$ cat src/rtl/glm_line_reader.sv
// Sequential cache-line read engine: issues CCI-P channel-0 reads for a range of lines
// under a credit limit and forwards each read response downstream tagged with its line index.
module glm_line_reader #(
    parameter int ADDR_W          = 42,
    parameter int LINES_W         = 16,
    parameter int MAX_OUTSTANDING = 64,
    parameter int DATA_W          = 512
) (
    input  logic               clk,
    input  logic               reset,
    input  logic               start,
    input  logic [ADDR_W-1:0]  base_addr,
    input  logic [LINES_W-1:0] num_lines,
    output logic               busy,
    output logic               done,
    output logic               c0_tx_valid,
    output logic [ADDR_W-1:0]  c0_tx_addr,
    output logic [15:0]        c0_tx_mdata,
    input  logic               c0_tx_almfull,
    input  logic               c0_rx_valid,
    input  logic               c0_rx_is_rdrsp,
    input  logic [15:0]        c0_rx_mdata,
    input  logic [DATA_W-1:0]  c0_rx_data,
    output logic               out_valid,
    output logic [LINES_W-1:0] out_idx,
    output logic [DATA_W-1:0]  out_data
);
    localparam int               CNT_W   = $clog2(MAX_OUTSTANDING + 1);
    localparam logic [CNT_W-1:0] MAX_CNT = CNT_W'(MAX_OUTSTANDING);

    typedef enum logic [1:0] {S_IDLE, S_ISSUE, S_DRAIN, S_DONE} state_t;

    state_t               state_q, state_d;
    logic [ADDR_W-1:0]    base_q, base_d;
    logic [LINES_W-1:0]   num_q, num_d;
    logic [LINES_W-1:0]   issued_q, issued_d;
    logic [LINES_W-1:0]   received_q, received_d;
    logic [CNT_W-1:0]     outstanding_q, outstanding_d;
    logic                 tx_valid_q, tx_valid_d;
    logic [ADDR_W-1:0]    tx_addr_q, tx_addr_d;
    logic [15:0]          tx_mdata_q, tx_mdata_d;
    logic                 out_valid_q, out_valid_d;
    logic [LINES_W-1:0]   out_idx_q, out_idx_d;
    logic [DATA_W-1:0]    out_data_q, out_data_d;
    logic                 issue;
    logic                 accept;

    assign busy   = (state_q == S_ISSUE) || (state_q == S_DRAIN);
    assign done   = (state_q == S_DONE);
    assign issue  = (state_q == S_ISSUE) && !c0_tx_almfull &&
                    (outstanding_q < MAX_CNT) && (issued_q < num_q);
    assign accept = busy && c0_rx_valid && c0_rx_is_rdrsp;

    always_comb begin
        // NOTE: every _d signal gets its hold value first, so no branch can infer a latch.
        state_d       = state_q;
        base_d        = base_q;
        num_d         = num_q;
        issued_d      = issue  ? issued_q + LINES_W'(1)   : issued_q;
        received_d    = accept ? received_q + LINES_W'(1) : received_q;
        outstanding_d = outstanding_q;
        tx_valid_d    = issue;
        tx_addr_d     = issue ? base_q + ADDR_W'(issued_q) : tx_addr_q;
        tx_mdata_d    = issue ? 16'(issued_q) : tx_mdata_q;
        out_valid_d   = accept;
        out_idx_d     = accept ? c0_rx_mdata[LINES_W-1:0] : out_idx_q;
        out_data_d    = accept ? c0_rx_data : out_data_q;

        // Issue and response in the same cycle cancel; a stray response never underflows.
        case ({issue, accept})
            2'b10:   outstanding_d = outstanding_q + CNT_W'(1);
            2'b01:   if (outstanding_q != '0) outstanding_d = outstanding_q - CNT_W'(1);
            default: outstanding_d = outstanding_q;
        endcase

        case (state_q)
            S_IDLE: begin
                if (start) begin
                    base_d        = base_addr;
                    num_d         = num_lines;
                    issued_d      = '0;
                    received_d    = '0;
                    outstanding_d = '0;
                    state_d       = (num_lines == '0) ? S_DONE : S_ISSUE;
                end
            end
            S_ISSUE: begin
                if (issued_d == num_q) state_d = (received_d == num_q) ? S_DONE : S_DRAIN;
            end
            S_DRAIN: begin
                if (received_d == num_q) state_d = S_DONE;
            end
            S_DONE:  state_d = S_IDLE;
            default: state_d = S_IDLE;
        endcase
    end

    // NOTE: reset is synchronous and active-low, so it is tested inside the clocked block.
    always_ff @(posedge clk) begin
        if (!reset) begin
            state_q       <= S_IDLE;
            base_q        <= '0;
            num_q         <= '0;
            issued_q      <= '0;
            received_q    <= '0;
            outstanding_q <= '0;
            tx_valid_q    <= 1'b0;
            tx_addr_q     <= '0;
            tx_mdata_q    <= '0;
            out_valid_q   <= 1'b0;
            out_idx_q     <= '0;
            out_data_q    <= '0;
        end else begin
            state_q       <= state_d;
            base_q        <= base_d;
            num_q         <= num_d;
            issued_q      <= issued_d;
            received_q    <= received_d;
            outstanding_q <= outstanding_d;
            tx_valid_q    <= tx_valid_d;
            tx_addr_q     <= tx_addr_d;
            tx_mdata_q    <= tx_mdata_d;
            out_valid_q   <= out_valid_d;
            out_idx_q     <= out_idx_d;
            out_data_q    <= out_data_d;
        end
    end

    assign c0_tx_valid = tx_valid_q;
    assign c0_tx_addr  = tx_addr_q;
    assign c0_tx_mdata = tx_mdata_q;
    assign out_valid   = out_valid_q;
    assign out_idx     = out_idx_q;
    assign out_data    = out_data_q;

endmodule

$ cat config.mk
export PLATFORM = sky130hd
export DESIGN_NAME = glm_line_reader
export DESIGN_NICKNAME = d
export VERILOG_FILES = /design/src/rtl/glm_line_reader.sv
export SDC_FILE = /design/constraint.sdc
export NUM_CORES = 1
export LEC_CHECK = 0
export CORE_AREA = 5 5 459 461
export DETAILED_ROUTE_END_ITERATION = 8
export DIE_AREA = 0 0 464 466
export SLEW_MARGIN = 20
export SYNTH_ARGS = -nofsm -noshare
export SYNTH_HDL_FRONTEND = slang
export SYNTH_SLANG_ARGS = --single-unit
$ cat constraint.sdc
create_clock -name clk -period 4.2 [get_ports clk]
set_input_delay 0.84 -clock clk [delete_from_list [all_inputs] [get_ports clk]]
set_output_delay 0.84 -clock clk [all_outputs]
set_load 0.1 [all_outputs]
==> results of run 1 <==
layout by cell type, fill, tap and decap left out, types with 7 or more instances in the layout:
cell type | Yosys | final
clkbuf_1 | 226 | 9
nor4_1 | 8 | 8
and3_1 | 11 | 11
nor2b_1 | 13 | 13
clkbuf_16 | 0 | 92
buf_4 | 0 | 273
inv_1 | 42 | 42
buf_2 | 3 | 16
xor2_1 | 31 | 31
ha_1 | 43 | 42
diode_2 | 0 | 23
nor3_1 | 21 | 20
buf_12 | 0 | 13
clkbuf_8 | 0 | 18
a31oi_1 | 7 | 7
nand4_1 | 20 | 20
clkinv_2 | 0 | 21
nor2_1 | 71 | 71
dfxtp_1 | 687 | 687
nand2_1 | 1282 | 1281
xnor2_1 | 51 | 51
a21oi_1 | 669 | 669
a21o_1 | 10 | 10
nand3_1 | 35 | 34
o21ai_0 | 40 | 40
clkdlybuf4s50_1 | 0 | 967
registers in the layout (all words and copies together), names as in the netlist:
name and flops:
base_q 42, c0_tx_addr 42, c0_tx_mdata 16, c0_tx_valid 1, issued_q 16, num_q 16
out_data 512, out_idx 16, out_valid 1, outstanding_q 7, received_q 16, state_q 2
metrics by stage:
stage	util, %	total power [mW]
floorplan	-	14.53
global placement	19.93	18.20
detailed placement	19.90	18.21
CTS	21.37	26.48
global route	21.39	27.13
finish	21.41	26.11
cells by family after synthesis:
group                      Yosys count
AOI/OAI and AO/OA                  803
xor gates and xnor gates            82
adders and majority gates           45
buffers and inverters              281
DFF                                687
muxes                                5
and+or+nand+nor                   1494
area by class of cell:
cell class                      instances  area [sq um]
Fill cell                           22900        161900
Sequential cell                       687         13750
Timing Repair Buffer                 1270         12080
Multi-Input combinational cell       2429         11600
Tap cell                             2704          3383
Clock buffer                          119          2584
Clock inverter                         40         462.9
Inverter                               45         183.9
Antenna cell                           23         57.56
worst min-delay path: stages (launching register included):
cell and delay [ns]:
dfxtp_1 0.31, nand2_1 0.05, a21oi_1 0.05
what timing repair did:
| item | 4_1_cts | 5_1_grt |
|---|---|---|
| setup buffers | 0 | 0 |
| setup endpoints to repair | 0 | 1 |
| hold buffers | 0 | 0 |
| gates resized for setup | 0 | 2 |
where the power goes:
group | internal (mW) | leakage [nW] | switching (mW)
logic | 2.27 | 8.32 | 7.89
clock network | 4.72 | 1.52 | 3.38
registers | 7.29 | 5.57 | 0.550
total | 14.3 | 15.4 | 11.8
worst min-delay path by stage:
stage	startpoint	end	slack [ns]
after floorplan	base_q[0]$_SDFFE_PN0P_	base_q[0]$_SDFFE_PN0P_	0.44
after global placement	out_data[112]$_SDFFE_PN0P_	out_data[112]$_SDFFE_PN0P_	0.44
after detailed placement	out_data[326]$_SDFFE_PN0P_	out_data[326]$_SDFFE_PN0P_	0.45
after CTS	c0_tx_addr[2]$_SDFFE_PN0N_	c0_tx_addr[2]$_SDFFE_PN0N_	0.45
after global routing	out_data[341]$_SDFFE_PN0P_	out_data[341]$_SDFFE_PN0P_	0.47
final	c0_tx_addr[6]$_SDFFE_PN0N_	c0_tx_addr[6]$_SDFFE_PN0N_	0.45
routing by layer:
layer	share of wire [%]	vias to the layer above	GRT usage, %
met3	11	379	8.962
met5	0.23	-	0
met2	45	1386	29.33
li1	-	13480	-
met1	41	14180	21.84
met4	3.3	76	4.759
==> results by group, run 1 <==
Setup path
  • WP depth: 12
  • CP Capture Type: flop
  • Crit-path slowest cell: or4_1
  • Worst setup path start: state_q[0]$_SDFFE_PN0P_
  • Top cell by count, worst path: or4_1
  • Worst Setup Path Type: flop to flop
  • Buf/Inv on CP: 1
  • CP endpoint: state_q[0]$_SDFFE_PN0P_
  • R2R cell count: 12
  • FF-to-FF End: state_q[0]$_SDFFE_PN0P_
  • FF-to-FF setup slack: 0.38 ns
  • Crit path largest cell delay: 0.53 ns
  • Crit path launch type: flop
  • Data required time at the worst endpoint: 4.80 ns
  • Worst r2r src: state_q[0]$_SDFFE_PN0P_
  • Top delay family on crit path: simple AND/OR/NAND/NOR gates
  • Critical path arrival: 4.43 ns
  • Critical path peak fanout: 5
  • CP Cell Sequence: inv_1, ha_2, and4_4, and3_4, maj3_2, a2bb2oi_1, or4_1, or4_1, or3_4, a211oi_1, a311oi_1, a41o_1

Synth
  • Largest cells by area after synthesis: dfxtp_1 52%, nand2_1 18%, a21oi_1 13%
  • Most frequent cells after synthesis: 1282 x nand2_1, 687 x dfxtp_1, 669 x a21oi_1, 226 x clkbuf_1, 71 x nor2_1
  • Fraction of registers with async set/reset: 0%
  • Synth unique cells: 71
  • Post-synth EDFFs: 0
  • Synthesized net count: 4033
  • Post-synthesis mux area share: 0.1944%
  • Largest family of logic cells by synthesized area: simple AND/OR/NAND/NOR gates
  • Synth Area in Adders: 2.157%
  • Compound-Gate Fraction of Synth Area: 16.27%
  • Area share of the leading cell type in the synthesized netlist: 52.11%
  • Syn Inst Count: 3397
  • Sequential fraction of the synthesis area: 52.11%
  • Synth area leader: dfxtp_1
  • Synth Area in XOR/XNOR: 2.721%
  • Synth Warn #: 0
  • Synth Area in Simple Gates: 22.48%
  • Cell area after synthesis: 26390 sq um
  • Main synth FF type: dfxtp_1
  • Synth Register Bits: 687
  • Avg Cell Area, Syn: 7.770 sq um
  • Top-count cell post-synth: nand2_1

Layout
  • Area grow syn2layout: 67.12%
  • Share of cells above drive strength 1: 10.28%
  • Final instance area: 44110 sq um
  • Final std cells w/o fill: 7317
  • # nets final: 5161

Floorplan
  • Die W: 464 microns
  • Die Ht: 466 microns
  • Num ports: 1182
  • Core Area: 206000 sq um
  • Die area: 216200 sq um
  • Row cnt: 167
  • Starting Density: 12.81%

Clocking
  • CTS sink count: 687
  • Max Root-Sink Buffers: 3
  • TritonCTS Buffers: 92
  • Clock slew at reported path FFs: 0.06 ns
  • CTS Root Cell: clkbuf_16
  • Clock latency on the worst-skew pair: 0.71 ns
  • H-tree depth: 3
  • CTS tree: yes

GRT
  • Vias in the first global route: 28270
  • Total gr overflow: 0
  • Largest net degree at the start of global routing: 157
  • First-pass GRT wire length: 268300 microns
  • Initial antenna violation count: 127
  • Gr usage total: 18.30%

Placement
  • Placed insts: 7135
  • Gpl congestion: 1.042
  • PortBufs: 1181
  • Dpl ws: -0.1708 ns
  • DP HPWL: 174500 microns
  • Placed cell area: 40990 sq um

Hold path
  • Hold path cells: 2
  • Path type of the worst min-delay path: flop to flop

Pwr
  • Peak supply drop: 0.3479 mV
  • Leak Pwr: 15.41 nW
  • P per Cell Area: 591.9 nW/um^2

Routing
  • Drt drc: 0
  • Post-route ant nets: 0
  • Via count of the routed design: 29500
  • DR vias/cell: 4.032
  • Initial DRC Count: 2167
  • Drt total wl: 208800 microns
  • Iteration count of the initial detailed-routing pass: 7
  • WL/cell: 28.53 microns

Timing
  • RSZ-0062 raised after global routing: false
  • Clk_skew: 0.04967 ns
  • Max transition margin: 21.37%
  • Clock period minus worst slack: 3.821 ns
  • Setup-failing EPs final: 0
  • Final Hold Fails: 0
  • Tightest Pin Transition: 1.176 ns
  • Hold slack: 0.4511 ns
  • PnR worst setup slack: 0.3793 ns
  • Fin. max-slew vios: 0
  • Final period util: 90.97%
  • TNS Setup: 0 ns
  • Max Clk Rate: 261.7 MHz

Flow run
  • Max_cap viols: 0

Status
  • Outcome: finished clean
Power figures use the tool's default switching activity.
==> run 2: changes to the inputs <==
--- a/config.mk
+++ b/config.mk
@@ -5,9 +5,9 @@
 export SDC_FILE = /design/constraint.sdc
 export NUM_CORES = 1
 export LEC_CHECK = 0
-export CORE_AREA = 5 5 459 461
+export CORE_AREA = 5 5 457 459
 export DETAILED_ROUTE_END_ITERATION = 8
-export DIE_AREA = 0 0 464 466
+export DIE_AREA = 0 0 462 464
 export SLEW_MARGIN = 20
 export SYNTH_ARGS = -nofsm -noshare
 export SYNTH_HDL_FRONTEND = slang
==> constraint.sdc (replaced) <==
create_clock -name clk -period 4.41 [get_ports clk]
set_input_delay 0.882 -clock clk [delete_from_list [all_inputs] [get_ports clk]]
set_output_delay 0.882 -clock clk [all_outputs]
set_load 0.1 [all_outputs]
==> run 2 against run 1 <==
  * Count of clock-buffer cells in the layout is 3 lower
  * Fmax is 3.5% lower
  * Cell count is 0.16% lower
  * Combinational power is 5% lower
  * Largest cell class unchanged
  * Highest routed layer unchanged
==> results by group, run 2 (synthesis results as in run 1) <==
Status
  • Outcome: finished clean

Floorplan
  • Die Ht: 464 microns
  • Core Area: 204000 sq um
  • Die W: 462 microns
  • Row cnt: 166
  • Die area: 214400 sq um
  • Num ports: 1182
  • Starting Density: 12.94%

Clocking
  • Max Root-Sink Buffers: 3
  • Postcts setup bufs: 0
  • Clock latency on the worst-skew pair: 0.73 ns
  • Post-CTS sizing: 0
  • CTS tree: yes
  • CTS Hold Bufs: 0
  • H-tree depth: 3
  • CTS sink count: 687
  • TritonCTS Buffers: 91
  • Clock slew at reported path FFs: 0.07 ns
  • CTS Root Cell: clkbuf_16

Routing
  • Drt drc: 0
  • Drt total wl: 201000 microns
  • Initial DRC Count: 2323
  • Via count of the routed design: 29270
  • DR vias/cell: 4.007
  • Post-route ant nets: 0
  • Iteration count of the initial detailed-routing pass: 5
  • WL/cell: 27.52 microns

Timing
  • Setup-failing EPs final: 0
  • Max Clk Rate: 252.4 MHz
  • Tightest Pin Transition: 1.231 ns
  • Max transition margin: 17.70%
  • TNS Setup: 0 ns
  • Clk_skew: 0.04988 ns
  • Final period util: 89.83%
  • Hold slack: 0.4495 ns
  • RSZ-0062 raised after global routing: false
  • PnR worst setup slack: 0.4487 ns
  • Clock period minus worst slack: 3.961 ns
  • Final Hold Fails: 0
  • Fin. max-slew vios: 0

Layout
  • Share of cells above drive strength 1: 9.967%
  • # nets final: 5158
  • Core Util, Final: 21.65%
  • Multi-input combinational cell area: 11590 sq um
  • Max FFs per register: 512
  • Register area: 13750 sq um
  • Most common cell after layout, fill and taps aside: nand2_1
  • Commonest non-fill, non-tap cells in the layout: 1281 x nand2_1, 978 x clkdlybuf4s50_1, 687 x dfxtp_1
  • Fill cells: 22650
  • Final instance area: 44150 sq um
  • Area grow syn2layout: 67.29%

Pwr
  • Pint: 13.71 mW
  • Leak Pwr: 15.37 nW
  • Net switching power: 11.30 mW
  • Reg power frac: 29.8%
  • Clk pwr share: 31.5%
  • P per Cell Area: 566.3 nW/um^2
  • Sw Share: 45.19%
  • Peak supply drop: 0.3637 mV
  • Comb power frac: 38.6%

Placement
  • Placed cell area: 40990 sq um
  • Dpl ws: -0.03472 ns
  • PortBufs: 1181
  • Gpl congestion: 1.035
  • DP HPWL: 167900 microns

Setup path
  • Buf/Inv on CP: 2
  • CP Cell Sequence: inv_1, ha_1, a211o_1, a31oi_1, o21ai_1, a21boi_4, inv_2, o311ai_1, nand4_1, or4_1, o31ai_1, a21oi_1, a311oi_1
  • Crit-path slowest cell: or4_1
  • Crit path largest cell delay: 0.59 ns
  • Top delay family on crit path: compound AO/OA/AOI/OAI gates
  • Critical path peak fanout: 5
  • Crit path launch type: flop
  • Worst Setup Path Type: flop to flop
  • CP Capture Type: flop
  • Critical path arrival: 4.59 ns
  • Data required time at the worst endpoint: 5.04 ns

Hold path
  • Path type of the worst min-delay path: flop to flop

GRT
  • First-pass GRT wire length: 259900 microns
  • Largest net degree at the start of global routing: 212
  • Total gr overflow: 0
  • Initial antenna violation count: 112
  • Gr usage total: 17.86%
  • Vias in the first global route: 28260

Flow run
  • Max_cap viols: 0
run 2: metal layers:
metal	track usage [%]	wire, microns	share of wire [%]
met3	9.770	26770	13
met5	0	278	0.14
met4	5.159	6540	3.3
met2	27.83	87860	44
met1	21.07	79590	40
run 2: tightest hold or removal path, stage by stage, from the launching register on:
cell	delay (ns)
dfxtp_1	0.30
nand2_1	0.05
a21oi_1	0.05
run 2: layout make-up:
type	instances	share of cell area, %
clock buffer	116	5.670
multi-input combinational	2429	26.25
sequential	687	31.15
inverter	45	0.4166
tap	2688	7.617
clock inverter	50	1.386
timing repair buffer	1268	27.39
antenna	22	0.1247
run 2: power groups by stage:
stage,combinational [mW],clock [mW],sequential (mW)
2_1_floorplan,1.88,0,12.0
3_3_place_gp,9.70,0,7.55
3_5_place_dp,9.70,0,7.57
4_1_cts,9.72,8.16,7.45
5_1_grt,10.1,8.39,7.54
6_report,9.66,7.89,7.46
run 2: per-stage QoR:
step	power, mW	cells
finish	25.01	7305
global route	25.98	7294
CTS	25.33	7283
detailed placement	17.27	7117
global placement	17.25	7117
floorplan	13.84	3397
run 2: worst paths after layout:
| check | start | to | slack, ns | cells past startpoint |
|---|---|---|---|---|
| max | num_q[2]$_SDFFE_PN0P_ | state_q[1]$_SDFFE_PN0P_ | 0.45 | 13 |
| min | c0_tx_addr[5]$_SDFFE_PN0N_ | c0_tx_addr[5]$_SDFFE_PN0N_ | 0.45 | 2 |
| max reg2reg | num_q[2]$_SDFFE_PN0P_ | state_q[1]$_SDFFE_PN0P_ | 0.45 | 13 |
| min reg2reg | c0_tx_addr[5]$_SDFFE_PN0N_ | c0_tx_addr[5]$_SDFFE_PN0N_ | 0.45 | 2 |
